<file path="src/rtl/fetch_pkg.sv">
// fetch_pkg
// Shared definitions for the instruction-fetch front end: default address and
// instruction widths, the sequential PC increment, and the {instr, pc} entry
// type stored by both the instruction queue and the in-flight pc FIFO.
package fetch_pkg;

    localparam int FETCH_ADDR_W  = 64;
    localparam int FETCH_INSTR_W = 32;

    // Distance between sequential instructions.
    localparam logic [FETCH_ADDR_W-1:0] PC_STEP = 64'd4;

    typedef struct packed {
        logic [FETCH_INSTR_W-1:0] instr;
        logic [FETCH_ADDR_W-1:0]  pc;
    } fetch_entry_t;

endpackage

</file>
<file path="src/rtl/fetch_fifo.sv">
// fetch_fifo
// Circular buffer of DEPTH fetch_entry_t entries with flush.
// Ports:
//   clk, rst_n         clock, asynchronous active-low reset
//   flush              empty the buffer (wins over push/pop)
//   push, push_data    write an entry at the tail (ignored when full)
//   pop                drop the head entry (ignored when empty)
//   head               entry at the read pointer
//   count, full, empty occupancy status
module fetch_fifo
    import fetch_pkg::*;
#(
    parameter  int DEPTH = 4,
    localparam int PTR_W = $clog2(DEPTH),
    localparam int CNT_W = $clog2(DEPTH + 1)
) (
    input  logic             clk,
    input  logic             rst_n,
    input  logic             flush,
    input  logic             push,
    input  fetch_entry_t     push_data,
    input  logic             pop,
    output fetch_entry_t     head,
    output logic [CNT_W-1:0] count,
    output logic             full,
    output logic             empty
);

    fetch_entry_t     mem [DEPTH];
    logic [PTR_W-1:0] rd_ptr;
    logic [PTR_W-1:0] wr_ptr;
    logic             do_push;
    logic             do_pop;

    // Status flags and guarded push/pop; the head is read straight from the
    // storage so a new entry is visible the cycle after it is written.
    always_comb begin
        full    = (count == CNT_W'(DEPTH));
        empty   = (count == '0);
        do_push = push && !full;
        do_pop  = pop && !empty;
        head    = mem[rd_ptr];
    end

    // Storage and pointers. Storage is cleared on reset so the head reads as
    // all zeros until the first write; a flush only rewinds the pointers.
    // DEPTH is a power of two, so the pointers wrap naturally.
    always_ff @(posedge clk or negedge rst_n) begin
        if (!rst_n) begin
            rd_ptr <= '0;
            wr_ptr <= '0;
            count  <= '0;
            for (int i = 0; i < DEPTH; i++) begin
                mem[i] <= '0;
            end
        end else if (flush) begin
            rd_ptr <= '0;
            wr_ptr <= '0;
            count  <= '0;
        end else begin
            if (do_push) begin
                mem[wr_ptr] <= push_data;
                wr_ptr      <= wr_ptr + PTR_W'(1);
            end
            if (do_pop) begin
                rd_ptr <= rd_ptr + PTR_W'(1);
            end
            count <= count + CNT_W'(do_push) - CNT_W'(do_pop);
        end
    end

endmodule

</file>
<file path="src/rtl/fetch_queue.sv">
// fetch_queue
// Instruction-fetch front end: generates sequential PCs, issues requests to a
// variable-latency in-order instruction memory, and buffers the returned
// instructions for decode. A redirect flushes everything and discards the
// responses still owed by the memory.
// Ports:
//   clk, rst_n                          clock, asynchronous active-low reset
//   imem_req/imem_addr/imem_gnt         request channel (accepted on req && gnt)
//   imem_rvalid/imem_rdata              in-order response channel
//   redirect/redirect_pc                flush and restart fetching at redirect_pc
//   dec_valid/dec_ready                 handshake towards decode
//   dec_instr/dec_pc/dec_pc_plus4       head instruction, its PC and PC+4
module fetch_queue
    import fetch_pkg::*;
#(
    parameter int                DEPTH    = 4,
    parameter int                ADDR_W   = FETCH_ADDR_W,
    parameter int                INSTR_W  = FETCH_INSTR_W,
    parameter logic [ADDR_W-1:0] RESET_PC = '0
) (
    input  logic               clk,
    input  logic               rst_n,
    output logic               imem_req,
    output logic [ADDR_W-1:0]  imem_addr,
    input  logic               imem_gnt,
    input  logic               imem_rvalid,
    input  logic [INSTR_W-1:0] imem_rdata,
    input  logic               redirect,
    input  logic [ADDR_W-1:0]  redirect_pc,
    output logic               dec_valid,
    input  logic               dec_ready,
    output logic [INSTR_W-1:0] dec_instr,
    output logic [ADDR_W-1:0]  dec_pc,
    output logic [ADDR_W-1:0]  dec_pc_plus4
);

    localparam int CNT_W = $clog2(DEPTH + 1);

    logic [ADDR_W-1:0] fetch_pc;
    logic [CNT_W-1:0]  inflight;
    logic [CNT_W-1:0]  drop;
    logic [CNT_W:0]    credits_used;

    logic              gnt_fire;
    logic              rsp_keep;
    logic              deq;

    fetch_entry_t      q_head;
    fetch_entry_t      q_wdata;
    logic [CNT_W-1:0]  q_count;
    logic              q_full;
    logic              q_empty;

    fetch_entry_t      pc_head;
    fetch_entry_t      pc_wdata;
    logic [CNT_W-1:0]  pc_count;
    logic              pc_full;
    logic              pc_empty;

    logic              unused_fifo_status;

    // Issue and handshake decisions. A request is only raised when every
    // outstanding response is guaranteed a queue slot, and never while stale
    // responses from before a redirect are still owed, so a late stale
    // response cannot be confused with a new one. The reset term keeps the
    // request low for as long as reset is held.
    always_comb begin
        credits_used = {1'b0, q_count} + {1'b0, inflight};
        imem_req     = rst_n && !redirect && (drop == '0)
                       && (credits_used < (CNT_W + 1)'(DEPTH));
        gnt_fire     = imem_req && imem_gnt;
        rsp_keep     = imem_rvalid && !redirect && (drop == '0);
        deq          = !q_empty && dec_ready && !redirect;
        q_wdata      = '{instr: imem_rdata, pc: pc_head.pc};
        pc_wdata     = '{instr: '0, pc: fetch_pc};
    end

    // Decode-side view of the queue head.
    always_comb begin
        imem_addr    = fetch_pc;
        dec_valid    = !q_empty;
        dec_instr    = q_head.instr;
        dec_pc       = q_head.pc;
        dec_pc_plus4 = q_head.pc + PC_STEP;
    end

    assign unused_fifo_status = ^{pc_head.instr, pc_count, pc_full, pc_empty, q_full};

    // Fetch PC: jumps on redirect, otherwise advances by one instruction on
    // every accepted request (wrapping at the top of the address space).
    always_ff @(posedge clk or negedge rst_n) begin
        if (!rst_n) begin
            fetch_pc <= RESET_PC;
        end else if (redirect) begin
            fetch_pc <= redirect_pc;
        end else if (gnt_fire) begin
            fetch_pc <= fetch_pc + PC_STEP;
        end
    end

    // In-flight and drop accounting. On a redirect every response still owed
    // becomes stale: the current in-flight ones join the drop count, minus the
    // response arriving in that same cycle, which is discarded on the spot.
    // Otherwise responses are either discarded (while drop > 0) or retire an
    // in-flight request into the queue.
    always_ff @(posedge clk or negedge rst_n) begin
        if (!rst_n) begin
            inflight <= '0;
            drop     <= '0;
        end else if (redirect) begin
            drop     <= drop + inflight + CNT_W'(gnt_fire) - CNT_W'(imem_rvalid);
            inflight <= '0;
        end else begin
            inflight <= inflight + CNT_W'(gnt_fire) - CNT_W'(rsp_keep);
            if (imem_rvalid && (drop != '0)) begin
                drop <= drop - CNT_W'(1);
            end
        end
    end

    // Instruction queue feeding decode.
    fetch_fifo #(
        .DEPTH (DEPTH)
    ) u_instr_q (
        .clk       (clk),
        .rst_n     (rst_n),
        .flush     (redirect),
        .push      (rsp_keep),
        .push_data (q_wdata),
        .pop       (deq),
        .head      (q_head),
        .count     (q_count),
        .full      (q_full),
        .empty     (q_empty)
    );

    // PCs of granted requests, in order, so each response can be tagged with
    // the address it was fetched from.
    fetch_fifo #(
        .DEPTH (DEPTH)
    ) u_pc_q (
        .clk       (clk),
        .rst_n     (rst_n),
        .flush     (redirect),
        .push      (gnt_fire),
        .push_data (pc_wdata),
        .pop       (rsp_keep),
        .head      (pc_head),
        .count     (pc_count),
        .full      (pc_full),
        .empty     (pc_empty)
    );

endmodule

</file>
<file path="config.mk">
export PLATFORM = sky130hd
export DESIGN_NAME = fetch_queue
export DESIGN_NICKNAME = d
export VERILOG_FILES = /design/src/rtl/fetch_pkg.sv /design/src/rtl/fetch_fifo.sv /design/src/rtl/fetch_queue.sv
export SDC_FILE = /design/constraint.sdc
export NUM_CORES = 1
export LEC_CHECK = 0
export CAP_MARGIN = 20
export CORE_MARGIN = 2
export CORE_UTILIZATION = 58
export DETAILED_ROUTE_END_ITERATION = 8
export PLACE_DENSITY = 0.81
export SYNTH_ARGS = -nofsm -noshare
export SYNTH_HDL_FRONTEND = slang
export SYNTH_SLANG_ARGS = --single-unit
</file>
<file path="constraint.sdc">
create_clock -name clk -period 3.5 [get_ports clk]
set_input_delay 0.7 -clock clk [delete_from_list [all_inputs] [get_ports clk]]
set_output_delay 0.7 -clock clk [all_outputs]
set_load 0.01 [all_outputs]
</file>
Word level (Yosys, flattened, before mapping)
Index checks and enable logic that the tools add are counted.
{"block": "word_totals", "ff_bits": 852, "in_bits": 102, "out_inout_bits": 226}
{"block": "classes", "magnitude_cmp": 7, "mux": 27, "n_eq_ne": 2, "reduce_logical": 32, "add_sub_neg": 17, "bitwise": 5}
{"cell": "384-bit bitwise mux", "count": 2}
{"cell": "96-bit binary-select mux with 2-bit select", "count": 2}
{"cell": "96-bit demux with 2-bit select", "count": 2}
{"cell": "96-bit 2-to-1 mux", "count": 4}
{"cell": "64-bit 2-to-1 mux", "count": 4}
{"cell": "64-bit by 3-bit adder with 64-bit output, second input constant", "count": 2}
{"cell": "2-bit 2-to-1 mux", "count": 8}
{"cell": "1-bit logical AND", "count": 15}
{"cell": "3-bit 2-to-1 mux", "count": 5}
{"cell": "3-bit by 1-bit adder with 3-bit output", "count": 4}
{"cell": "3-bit >= comparator, second input constant", "count": 4}
{"cell": "2-bit NOT with 3-bit output", "count": 4}
{"cell": "2-bit nonzero test", "count": 6}
{"cell": "3-bit by 1-bit subtractor with 3-bit output", "count": 4}
{"cell": "3-bit zero test", "count": 3}
{"cell": "2-bit by 1-bit adder with 2-bit output, second input constant", "count": 4}
{"cell": "3-bit == test, second input constant", "count": 2}
{"cell": "3-bit by 1-bit < comparator with 1-bit output, second input constant", "count": 2}
{"cell": "1-bit zero test", "count": 5}
{"cell": "3-bit by 3-bit adder with 4-bit output", "count": 1}
{"cell": "4-bit by 3-bit < comparator with 1-bit output, second input constant", "count": 1}
{"cell": "2-bit AND reduction", "count": 2}
{"cell": "3-bit adder", "count": 1}
{"cell": "3-bit nonzero test", "count": 1}
{"cell": "other kinds (2)", "count": 2}

Logic depth before layout (Yosys ltp)
Gate-level depths: netlist of the first run.
{"block": "depth", "ltp_word": 9, "depth_mapped": 13, "ltp_nobuf": 13}

Cells and area by module
From an unflattened synthesis of the first run, not the netlist that was laid out.
{"block": "hier_totals", "hier_cells": 2711, "area_unflattened_um2": 40685.3}
{"mod": "fetch_fifo at u_pc_q", "seq_area_each_um2": 9784.4, "cells_each": 978, "area_each_um2": 17779.6, "n_inst": 1}
{"mod": "fetch_fifo at u_instr_q", "seq_area_each_um2": 9784.4, "cells_each": 977, "area_each_um2": 16948.8, "n_inst": 1}
{"mod": "fetch_queue", "seq_area_each_um2": 1751.7, "cells_each": 756, "area_each_um2": 5957.0, "n_inst": 1}

Worst setup path before layout of the first run
No wires, ideal clock.
{"block": "synth_path", "path_kind": "reg-to-output", "from": "register u_instr_q.rd_ptr[0]", "to": "output dec_pc_plus4[41]", "arrival_ns": 2.424, "required_ns": 2.800, "stages_incl_launch_ff": 10, "slack_ns": 0.376, "path_cell_list": "dfrtp_1 > buf_6 > buf_12 > buf_6 > mux4_2 > nand3_1 > or2_1 > nor4_4 > nand4_1 > xnor2_1"}
{"block": "synth_between", "elab_chain_cells": 5}
{"element": "from (decl)", "line": "fetch_fifo.sv:30", "rtl": "logic [PTR_W-1:0] rd_ptr;"}
{"element": "from (signal assigned)", "line": "fetch_fifo.sv:66", "rtl": "rd_ptr <= rd_ptr + PTR_W'(1);"}
{"element": "2-bit NOT with 3-bit output (implied by the code)", "line": "fetch_fifo.sv:42", "rtl": "head = mem[rd_ptr];"}
{"element": "96-bit binary-select mux with 2-bit select", "line": "fetch_fifo.sv:42"}
{"element": "96-bit 2-to-1 mux (implied by the code) (2 in series)", "line": "fetch_fifo.sv:42"}
{"element": "net dec_pc[25]", "line": "fetch_queue.sv:33", "rtl": "output logic [ADDR_W-1:0] dec_pc,"}
{"element": "64-bit by 3-bit adder with 64-bit output", "line": "fetch_queue.sv:84", "rtl": "dec_pc_plus4 = q_head.pc + PC_STEP;"}
{"element": "to (decl)", "line": "fetch_queue.sv:34", "rtl": "output logic [ADDR_W-1:0] dec_pc_plus4"}
The timed path passes the listed nets, and every way through them passes these cells. The select of a mux whose other input is x is not followed.

Worst setup path after layout of the first run
{"block": "layout_path", "from": "register u_instr_q.rd_ptr[0]", "to": "output dec_pc_plus4[57]"}
{"block": "layout_between", "elab_chain_cells": 5}
{"element": "2-bit NOT with 3-bit output (implied by the code)", "line": "fetch_fifo.sv:42"}
{"element": "96-bit binary-select mux with 2-bit select", "line": "fetch_fifo.sv:42"}
{"element": "96-bit 2-to-1 mux (implied by the code) (2 in series)", "line": "fetch_fifo.sv:42"}
{"element": "64-bit by 3-bit adder with 64-bit output", "line": "fetch_queue.sv:84"}
No other way between the ends. The select of a mux whose other input is x is not followed.

==> results of run 1 <==
## cells in the mapped netlist, types with 4 or more instances
cell,number,area (um2)
dfrtp_1,724,18100
mux2_2,614,6910
mux4_2,159,3580
nand2_1,145,544
clkbuf_1,92,345
o21ai_0,83,415
nand3_1,66,330
nor2_1,56,210
xnor2_1,49,429
inv_1,40,150
nand4_1,35,219
buf_1,31,116
xor2_1,31,272
buf_2,30,150
and3_1,25,156
nor3_1,25,125
ha_1,22,275
o311ai_0,22,193
a21oi_1,20,100
a31oi_1,16,100
and2_1,16,100
nor4_1,15,93.8
and4_1,12,105
buf_6,10,113
mux2i_1,10,100
a221o_1,8,80.1
a41oi_1,8,70.1
a22oi_1,6,45.0
buf_4,6,45.0
fa_1,5,100
or3_1,5,31.3
nor3b_1,4,30.0
o211ai_1,4,30.0
## through the flow
step	utilization (%)	setup WS [ns]
after global routing	72.4	-0.642
after CTS	71.5	-0.569
final	72.4	-0.581
after global placement	66.8	-0.319
after detailed placement	66.8	-0.361
after floorplan	-	0.376
## worst max-delay path by stage
| stage | start | endpoint | slack [ns] | cells after the start |
|---|---|---|---|---|
| finish | u_instr_q.rd_ptr[0]$_DFFE_PN0P_ | dec_pc_plus4[57] | -0.58 | 11 |
| global route | u_instr_q.rd_ptr[0]$_DFFE_PN0P_ | dec_pc_plus4[41] | -0.64 | 12 |
| CTS | u_instr_q.rd_ptr[0]$_DFFE_PN0P_ | dec_pc_plus4[46] | -0.57 | 13 |
| detailed placement | u_instr_q.rd_ptr[0]$_DFFE_PN0P_ | dec_pc_plus4[40] | -0.36 | 10 |
| global placement | u_instr_q.rd_ptr[0]$_DFFE_PN0P_ | dec_pc_plus4[46] | -0.32 | 10 |
| floorplan | u_instr_q.rd_ptr[0]$_DFFE_PN0P_ | dec_pc_plus4[41] | 0.38 | 9 |
## repair_timing
item / in CTS / in global routing
pin swaps: 47 / 59
setup endpoints to repair: 82 / 96
resized for setup: 284 / 139
gates cloned: 3 / 2
buffers inserted: 21 / 17
## sequential cells by signal (all words and copies together), names as in the netlist
register,count
drop,3
imem_addr,64
inflight,3
u_instr_q.count,3
u_instr_q.mem,384
u_instr_q.rd_ptr,2
u_instr_q.wr_ptr,2
u_pc_q.count,3
u_pc_q.mem,256
u_pc_q.rd_ptr,2
u_pc_q.wr_ptr,2
## cells by family (layout without fill, tap and decap cells)
| kind of cell | after synthesis | count (layout) | synth area share [%] |
|---|---|---|---|
| multiplexers | 784 | 784 | 31.0 |
| flip-flops | 724 | 724 | 52.9 |
| AND/OR/NAND/NOR | 439 | 439 | 6.66 |
| buffers and inverters | 216 | 700 | 2.91 |
| AO/OA/AOI/OAI | 181 | 181 | 3.37 |
| XOR/XNOR | 80 | 80 | 2.05 |
| adder cells (fa/ha/maj) | 27 | 27 | 1.10 |
## critical path, stage by stage (launching register included)
cell and delay [ns]:
dfrtp_4 0.51, buf_6 0.20, buf_12 0.17, mux4_2 0.55
and4_1 0.26, and3_1 0.22, nand4_4 0.13, buf_12 0.16
buf_6 0.12, nor2_4 0.04, xor2_1 0.22, buf_2 0.20
## metal layers
metal | up-vias | wire length, um
li1 | 9919 | -
met2 | 1025 | 45400
met3 | 216 | 6240
met5 | - | 0
met1 | 12300 | 37800
met4 | 0 | 3120
## area by class of cell
class                      count  area share (%)
sequential                   724            42.6
multi-input combinational   1511            37.1
timing repair buffer         530            11.9
clock buffer                 106            5.07
tap                          773            2.28
clock inverter                24           0.645
inverter                      40           0.353
## power groups by stage
| stage | logic (uW) | registers [uW] | clock network (uW) |
|---|---|---|---|
| 3_5_place_dp | 7310 | 10400 | 0 |
| 6_report | 7530 | 10300 | 7930 |
| 4_1_cts | 7370 | 10300 | 8030 |
| 2_1_floorplan | 4020 | 10100 | 0 |
| 3_3_place_gp | 7060 | 10300 | 0 |
| 5_1_grt | 8000 | 10500 | 8380 |
==> flow_metrics.env, run 1 <==
export IMPL_final_period_utilization_pct=117
export IMPL_synth_cell_types=66
export IMPL_rsz0062_at_grt="true"
export IMPL_grt_overflow_total=0
export IMPL_slew_viol_final=0
export IMPL_rr_endpoint="u_pc_q.count[2]$_DFF_PN0_"
export IMPL_cts_hold_buffers=0
export IMPL_drc=0
export IMPL_power_internal_uw=18200
export IMPL_tns_ns=-22.79
export IMPL_path_max_fanout=10
export IMPL_post_route_min_period_ns=4.08
export IMPL_holdCritPathClass="input port to asynchronous set/reset pin"
export IMPL_syn_num_nets=2580
export IMPL_worstSetupPathType="register to primary output"
export IMPL_ioPinCount=328
export IMPL_p_total_uw=25800
export IMPL_grt_pass1_vias=24900
export IMPL_met1_usage_pct=40.7
export IMPL_worstMarginPinSlew_ns=1.05
export IMPL_clockBufferDepth=3
export IMPL_htreeDepth=3
export IMPL_via_count=23500
export IMPL_ys_warn_count=0
export IMPL_r2r_slack_ns=0.47
export IMPL_avgSynthCellArea_um2=14.0
export IMPL_wl_um=92500
export IMPL_setup_ws_ns=-0.581
export IMPL_die_x_um=247
export IMPL_clkTransAtPathRegs_ns=0.06
export IMPL_end_kind="primary output"
export IMPL_synthArstFlopShare_pct=100
export IMPL_fill_cells=3557
export IMPL_violations="negative setup slack"
export IMPL_power_switching_uw=7640
export IMPL_peakVddDrop_v=0.000456
export IMPL_nets=3010
export IMPL_regArea_mm2=0.0181
export IMPL_clkLatencyLatePin_ns=0.61
export IMPL_detail_route_first_pass_iterations=6
export IMPL_start_util_pct=58.4
export IMPL_status="finished, violations left"
export IMPL_p_per_area_mw_per_mm2=607
export IMPL_io_buffer_count=327
export IMPL_worst_clock_skew_ns=0.0260
export IMPL_ys_flop_type="dfrtp_1"
export IMPL_power_frac_clock_pct=30.7
export IMPL_synth_edff_count=0
export IMPL_drt_iter0_markers=1747
export IMPL_place_gp_congestion=0.906
export IMPL_cp_start_kind="register"
export IMPL_areaGrowthSynthToFinish_pct=24.1
export IMPL_dieArea_mm2=0.0610
export IMPL_synth_seq_cells=724
export IMPL_grt_pass1_wl_um=142000
export IMPL_cap_viol_max_count=0
export IMPL_rows=89
export IMPL_cts_buffers_inserted=74
export IMPL_vias_per_cell=6.33
export IMPL_synthCells=2451
export IMPL_hold_slack_ns=0.174
export IMPL_dp_cells=3538
export IMPL_grt_util_met2_pct=49.5
export IMPL_die_y_um=247
export IMPL_slew_headroom_pct=30.2
export IMPL_layout_common_cells="720 x dfrtp_1, 614 x mux2_2, 247 x clkdlybuf4s50_1"
export IMPL_grt_antenna_before_repair=0
export IMPL_clock_sinks=724
export IMPL_place_hpwl_um=59800
export IMPL_reg2reg_depth=11
export IMPL_power_frac_comb_pct=29.2
export IMPL_arrival_ns=3.38
export IMPL_layout_drive_gt1_share_pct=43.0
export IMPL_placed_area_mm2=0.0392
export IMPL_final_cell_area_mm2=0.0425
export IMPL_multi_input_area_mm2=0.0158
export IMPL_core_mm2=0.0587
export IMPL_power_leakage_uw=0.0203
export IMPL_layout_commonest_cell="dfrtp_1"
export IMPL_seqPwrFrac_pct=40.1
export IMPL_setup_viol=56
export IMPL_seq_area_frac_synth_pct=52.9
export IMPL_ant_nets=0
export IMPL_hold_viol=0
export IMPL_grt_use_met3_pct=5.19
export IMPL_cp_data_required_time_ns=2.80
export IMPL_grt_usage_pct=30.1
export IMPL_fmax_mhz=245
export IMPL_root_buffer="clkbuf_16"
export IMPL_cts_tree="done"
export IMPL_swShare_pct=29.6
export IMPL_worstReg2RegStart="inflight[2]$_DFF_PN0_"
export IMPL_mappedNetlistArea_mm2=0.0342
export IMPL_grt_max_degree=134
export IMPL_diodes=0
export IMPL_top_usage_layer="met2"
export IMPL_stdcell_count=3708
export IMPL_wire_per_inst_um=24.9
(Power assumes the default switching activity.)
==> run 2: changes to the inputs <==
PLACE_DENSITY = unset   (was 0.81)
PLACE_DENSITY_LB_ADDON = 0.25   (was unset)
==> flow_metrics.env, run 2 (same netlist as run 1, synthesis figures left out) <==
export IMPL_dp_slack_ns=-0.354
export IMPL_via_count=23200
export IMPL_r2r_slack_ns=0.47
export IMPL_ant_nets=0
export IMPL_areaGrowthSynthToFinish_pct=24.2
export IMPL_slew_viol_final=0
export IMPL_dieArea_mm2=0.0610
export IMPL_setup_ws_ns=-0.624
export IMPL_regArea_mm2=0.0181
export IMPL_dp_cells=3526
export IMPL_stdcell_count=3706
export IMPL_hold_viol=0
export IMPL_grt_pass1_wl_um=139000
export IMPL_status="finished, violations left"
export IMPL_core_mm2=0.0587
export IMPL_largest_reg_flops=384
export IMPL_clockBufferDepth=3
export IMPL_setup_viol=63
export IMPL_root_buffer="clkbuf_16"
export IMPL_start_util_pct=58.4
export IMPL_power_leakage_uw=0.0202
export IMPL_worstMarginPinSlew_ns=1.04
export IMPL_post_route_min_period_ns=4.12
export IMPL_grt_antenna_before_repair=0
export IMPL_place_hpwl_um=56900
export IMPL_diodes=0
export IMPL_grt_max_degree=189
export IMPL_m1WireLength_um=38400
export IMPL_crit_top_cell="buf_4"
export IMPL_p_total_uw=25900
export IMPL_p_per_area_mw_per_mm2=610
export IMPL_cts_tree="done"
export IMPL_wire_per_inst_um=24.0
export IMPL_fmax_mhz=242
export IMPL_reg2reg_depth=7
export IMPL_grt_usage_pct=29.4
export IMPL_vias_per_cell=6.26
export IMPL_nets=3007
export IMPL_final_period_utilization_pct=118
export IMPL_path_max_fanout=7
export IMPL_worstReg2RegStart="inflight[2]$_DFF_PN0_"
export IMPL_layout_common_cells="720 x dfrtp_1, 614 x mux2_2, 259 x clkdlybuf4s50_1"
export IMPL_fill_cells=3713
export IMPL_wl_um=88900
export IMPL_peakVddDrop_v=0.000445
export IMPL_crit_slowest_cell="dfrtp_4"
export IMPL_tns_ns=-27.47
export IMPL_drt_iter0_markers=1692
export IMPL_worstSetupPathType="register to primary output"
export IMPL_die_y_um=247
export IMPL_io_buffer_count=327
export IMPL_die_x_um=247
export IMPL_clkLatencyLatePin_ns=0.62
export IMPL_rr_endpoint="u_pc_q.mem[344]$_DFFE_PN0P_"
export IMPL_drc=0
export IMPL_htreeDepth=3
export IMPL_worstPathCellList="buf_12 > mux4_2 > nand4_1 > buf_4 > or2_4 > nor4_4 > buf_4 > buf_8 > buf_6 > xor2_1 > buf_2"
export IMPL_layout_drive_gt1_share_pct=42.6
export IMPL_violations="negative setup slack"
export IMPL_clock_sinks=724
export IMPL_multi_input_area_mm2=0.0157
export IMPL_slew_headroom_pct=30.8
export IMPL_route_met2_wl_um=43100
export IMPL_top_layer_used="met4"
export IMPL_worst_clock_skew_ns=0.0262
export IMPL_end_kind="primary output"
export IMPL_rsz0062_at_grt="true"
export IMPL_grt_pass1_vias=24600
export IMPL_cap_viol_max_count=0
export IMPL_top_register="u_instr_q.mem"
export IMPL_arrival_ns=3.42
export IMPL_cp_data_required_time_ns=2.80
export IMPL_grt_overflow_total=0
export IMPL_place_gp_congestion=0.897
export IMPL_cp_start_kind="register"
export IMPL_rows=89
export IMPL_cts_buffers_inserted=76
export IMPL_clkTransAtPathRegs_ns=0.06
export IMPL_detail_route_first_pass_iterations=5
export IMPL_ioPinCount=328
export IMPL_critical_path_max_stage_delay_ns=0.53
export IMPL_route_met3_wl_um=5130
export IMPL_layout_commonest_cell="dfrtp_1"
export IMPL_holdCritPathClass="input port to asynchronous set/reset pin"
## run 2: cell count changes in the layout (fill, tap and decap cells not counted), sizes merged
cell / delta
clkdlybuf4s50: +12
dlygate4sd2: -3
bufinv: +2
clkbuf: -4
buf: -3
clkinv: +3
dlymetal6s2s: -9
## run 2: repair_timing
action / 4_1_cts / 5_1_grt
cloned: 4 / 1
setup endpoints to repair: 111 / 84
gates resized for setup: 353 / 51
hold buffers: 0 / 0
pin swaps: 62 / 51
buffers inserted: 31 / 15
## run 2: where the power goes
group          switching, uW  internal [uW]  total, uW
combinational           3420           4040       7460
clock                   3320           4850       8170
sequential               814           9490      10300
## run 2: worst max-delay path by stage
stage                                         start                to  cells past startpoint
CTS                 u_instr_q.rd_ptr[0]$_DFFE_PN0P_  dec_pc_plus4[39]                     13
detailed placement  u_instr_q.rd_ptr[0]$_DFFE_PN0P_  dec_pc_plus4[62]                     10
global placement    u_instr_q.rd_ptr[0]$_DFFE_PN0P_  dec_pc_plus4[63]                     10
global route        u_instr_q.rd_ptr[0]$_DFFE_PN0P_  dec_pc_plus4[41]                     12
floorplan           u_instr_q.rd_ptr[0]$_DFFE_PN0P_  dec_pc_plus4[41]                      9
finish              u_instr_q.rd_ptr[0]$_DFFE_PN0P_  dec_pc_plus4[26]                     11
## run 2: layout make-up
type                    instances  share of cell area [%]
repair buffers                525                    11.8
clock buffers                 104                    5.08
flip-flops and latches        724                    42.6
inverters                      40                   0.353
clock inverters                29                   0.874
multi-input cells            1511                    37.0
well taps                     773                    2.27
## run 2: metrics by stage
step / utilization [%] / hold slack, ns / area (um2)
after floorplan: - / 0.404 / 34200
after global placement: 66.6 / 0.456 / 39100
after detailed placement: 66.7 / 0.470 / 39100
after CTS: 72.0 / 0.239 / 42200
after global routing: 72.5 / 0.269 / 42500
final: 72.5 / 0.227 / 42500
## run 2: metal layers
metal | GRT usage, % | up-vias
li1 | - | 9914
met1 | 41.3 | 12300
met2 | 48.0 | 848
met3 | 3.80 | 176
met4 | 9.37 | 0
met5 | 0 | -
## run 2: critical path: cells and delay by family (launching register included)
family / cells / cell delay, ns
xor gates and xnor gates: 1 / 0.16
buffers and inverters: 6 / 1.00
DFF: 1 / 0.53
muxes: 1 / 0.35
and+or+nand+nor: 3 / 0.79
==> run 3: changes to the inputs <==
RECOVER_POWER = 25   (was unset)
==> flow_metrics.env, run 3 (same netlist as run 1, synthesis figures left out) <==
export IMPL_dieArea_mm2=0.0610
export IMPL_end_kind="primary output"
export IMPL_grt_overflow_total=0
export IMPL_status="finished, violations left"
export IMPL_p_total_uw=25900
export IMPL_final_cell_area_mm2=0.0425
export IMPL_placed_area_mm2=0.0391
export IMPL_setup_viol=64
export IMPL_worstMarginPinSlew_ns=2.63
export IMPL_via_count=23200
export IMPL_arrival_ns=3.43
export IMPL_reg2reg_depth=7
export IMPL_rows=89
export IMPL_clkLatencyLatePin_ns=0.62
export IMPL_met1_usage_pct=41.3
export IMPL_grt_pass1_vias=24600
export IMPL_io_buffer_count=327
export IMPL_rsz0062_at_grt="true"
export IMPL_wire_per_inst_um=24.0
export IMPL_detail_route_first_pass_iterations=6
export IMPL_top_register="u_instr_q.mem"
export IMPL_slew_headroom_pct=-75.0
export IMPL_hold_path_cell_count=2
export IMPL_layout_commonest_cell="dfrtp_1"
export IMPL_grt_util_met2_pct=48.0
export IMPL_wl_um=88800
export IMPL_grt_usage_pct=29.4
export IMPL_cp_data_required_time_ns=2.80
export IMPL_power_leakage_uw=0.0202
export IMPL_cp_start_kind="register"
export IMPL_top_usage_layer="met2"
export IMPL_nets=3007
export IMPL_drc=0
export IMPL_cts_tree="done"
export IMPL_largest_reg_flops=384
export IMPL_hold_slack_ns=0.484
export IMPL_p_per_area_mw_per_mm2=610
export IMPL_slew_viol_final=110
export IMPL_die_x_um=247
export IMPL_layout_common_cells="720 x dfrtp_1, 614 x mux2_2, 259 x clkdlybuf4s50_1"
export IMPL_clockBufferDepth=3
export IMPL_worstReg2RegStart="inflight[2]$_DFF_PN0_"
export IMPL_post_route_min_period_ns=4.13
export IMPL_fill_cells=3716
export IMPL_ioPinCount=328
export IMPL_place_gp_congestion=0.897
export IMPL_htreeDepth=3
export IMPL_drt_iter0_markers=1662
export IMPL_r2r_slack_ns=0.46
export IMPL_diodes=0
export IMPL_path_max_fanout=6
export IMPL_utilization_pct=72.4
export IMPL_cts_hold_buffers=0
export IMPL_rr_endpoint="u_pc_q.mem[344]$_DFFE_PN0P_"
export IMPL_hold_start="u_pc_q.mem[62]$_DFFE_PN0P_"
export IMPL_layout_drive_gt1_share_pct=42.6
export IMPL_worstSetupPathType="register to primary output"
export IMPL_peakVddDrop_v=0.000445
export IMPL_grt_use_met3_pct=3.80
export IMPL_final_period_utilization_pct=118
export IMPL_start_util_pct=58.4
export IMPL_core_mm2=0.0587
export IMPL_die_y_um=247
export IMPL_cts_buffers_inserted=76
export IMPL_grt_max_degree=189
export IMPL_hold_path_endpoint="u_pc_q.mem[62]$_DFFE_PN0P_"
export IMPL_areaGrowthSynthToFinish_pct=24.1
export IMPL_worst_clock_skew_ns=0.0249
export IMPL_place_hpwl_um=56900
export IMPL_ant_nets=0
export IMPL_root_buffer="clkbuf_16"
export IMPL_grt_antenna_before_repair=1
export IMPL_hold_viol=0
export IMPL_fmax_mhz=242
export IMPL_grt_pass1_wl_um=139000
export IMPL_setup_ws_ns=-0.626
export IMPL_clkTransAtPathRegs_ns=0.06
export IMPL_vias_per_cell=6.25
export IMPL_clock_sinks=724
export IMPL_holdCritPathClass="register to register"
export IMPL_cap_viol_max_count=1
export IMPL_violations="max-capacitance violations, max-slew violations, negative setup slack"
## run 3: cell count changes in the layout (fill, tap and decap cells not counted), sizes merged
cell and change:
clkbuf +1, buf -1
## run 3: final cells by class
| type | count | area [um2] | share of cell area [%] |
|---|---|---|---|
| flip-flops and latches | 724 | 18100 | 42.6 |
| multi-input cells | 1511 | 15700 | 37.0 |
| repair buffers | 525 | 5000 | 11.8 |
| clock buffers | 104 | 2160 | 5.08 |
| well taps | 773 | 967 | 2.28 |
| clock inverters | 29 | 372 | 0.874 |
| inverters | 40 | 150 | 0.353 |
## run 3: routing by layer
metal	share of wire (%)	up-vias
li1	-	9921
met1	43	12300
met2	49	820
met3	5.7	156
met4	2.4	0
met5	0	-
## run 3: through the flow
stage / cells / setup slack [ns] / TNS (ns)
floorplan: 2451 / 0.376 / 0
global placement: 3525 / -0.322 / -9.40
detailed placement: 3526 / -0.354 / -11.97
CTS: 3693 / -0.597 / -23.43
global route: 3706 / -0.716 / -84.60
finish: 3706 / -0.626 / -27.55
## run 3: worst max-delay path: stages (launching register included)
cell	delay (ns)
dfrtp_4	0.53
buf_12	0.16
mux4_2	0.36
buf_6	0.10
and4_4	0.23
nand4_1	0.20
buf_4	0.22
nor4_4	0.28
buf_6	0.17
buf_12	0.12
buf_4	0.11
nand3_4	0.06
xnor2_2	0.12
buf_2	0.14
## run 3: what timing repair did
item	in CTS	in global routing
setup endpoints to repair	111	84
gates cloned	4	1
buffers inserted	31	15
gates resized for setup	353	51
pin swaps	62	51
## run 3: worst max path at each step
stage,from,to,depth (start not counted)
final,u_instr_q.rd_ptr[0]$_DFFE_PN0P_,dec_pc_plus4[31],13
after global routing,u_instr_q.rd_ptr[0]$_DFFE_PN0P_,dec_pc_plus4[41],12
after CTS,u_instr_q.rd_ptr[0]$_DFFE_PN0P_,dec_pc_plus4[39],13
after detailed placement,u_instr_q.rd_ptr[0]$_DFFE_PN0P_,dec_pc_plus4[62],10
after global placement,u_instr_q.rd_ptr[0]$_DFFE_PN0P_,dec_pc_plus4[63],10
after floorplan,u_instr_q.rd_ptr[0]$_DFFE_PN0P_,dec_pc_plus4[41],9
## run 3: power by group
part	leakage, uW	internal, uW	switching, uW	total [uW]
logic	0.00914	4040	3420	7460
clock network	0.00124	4850	3320	8160
registers	0.00983	9490	814	10300
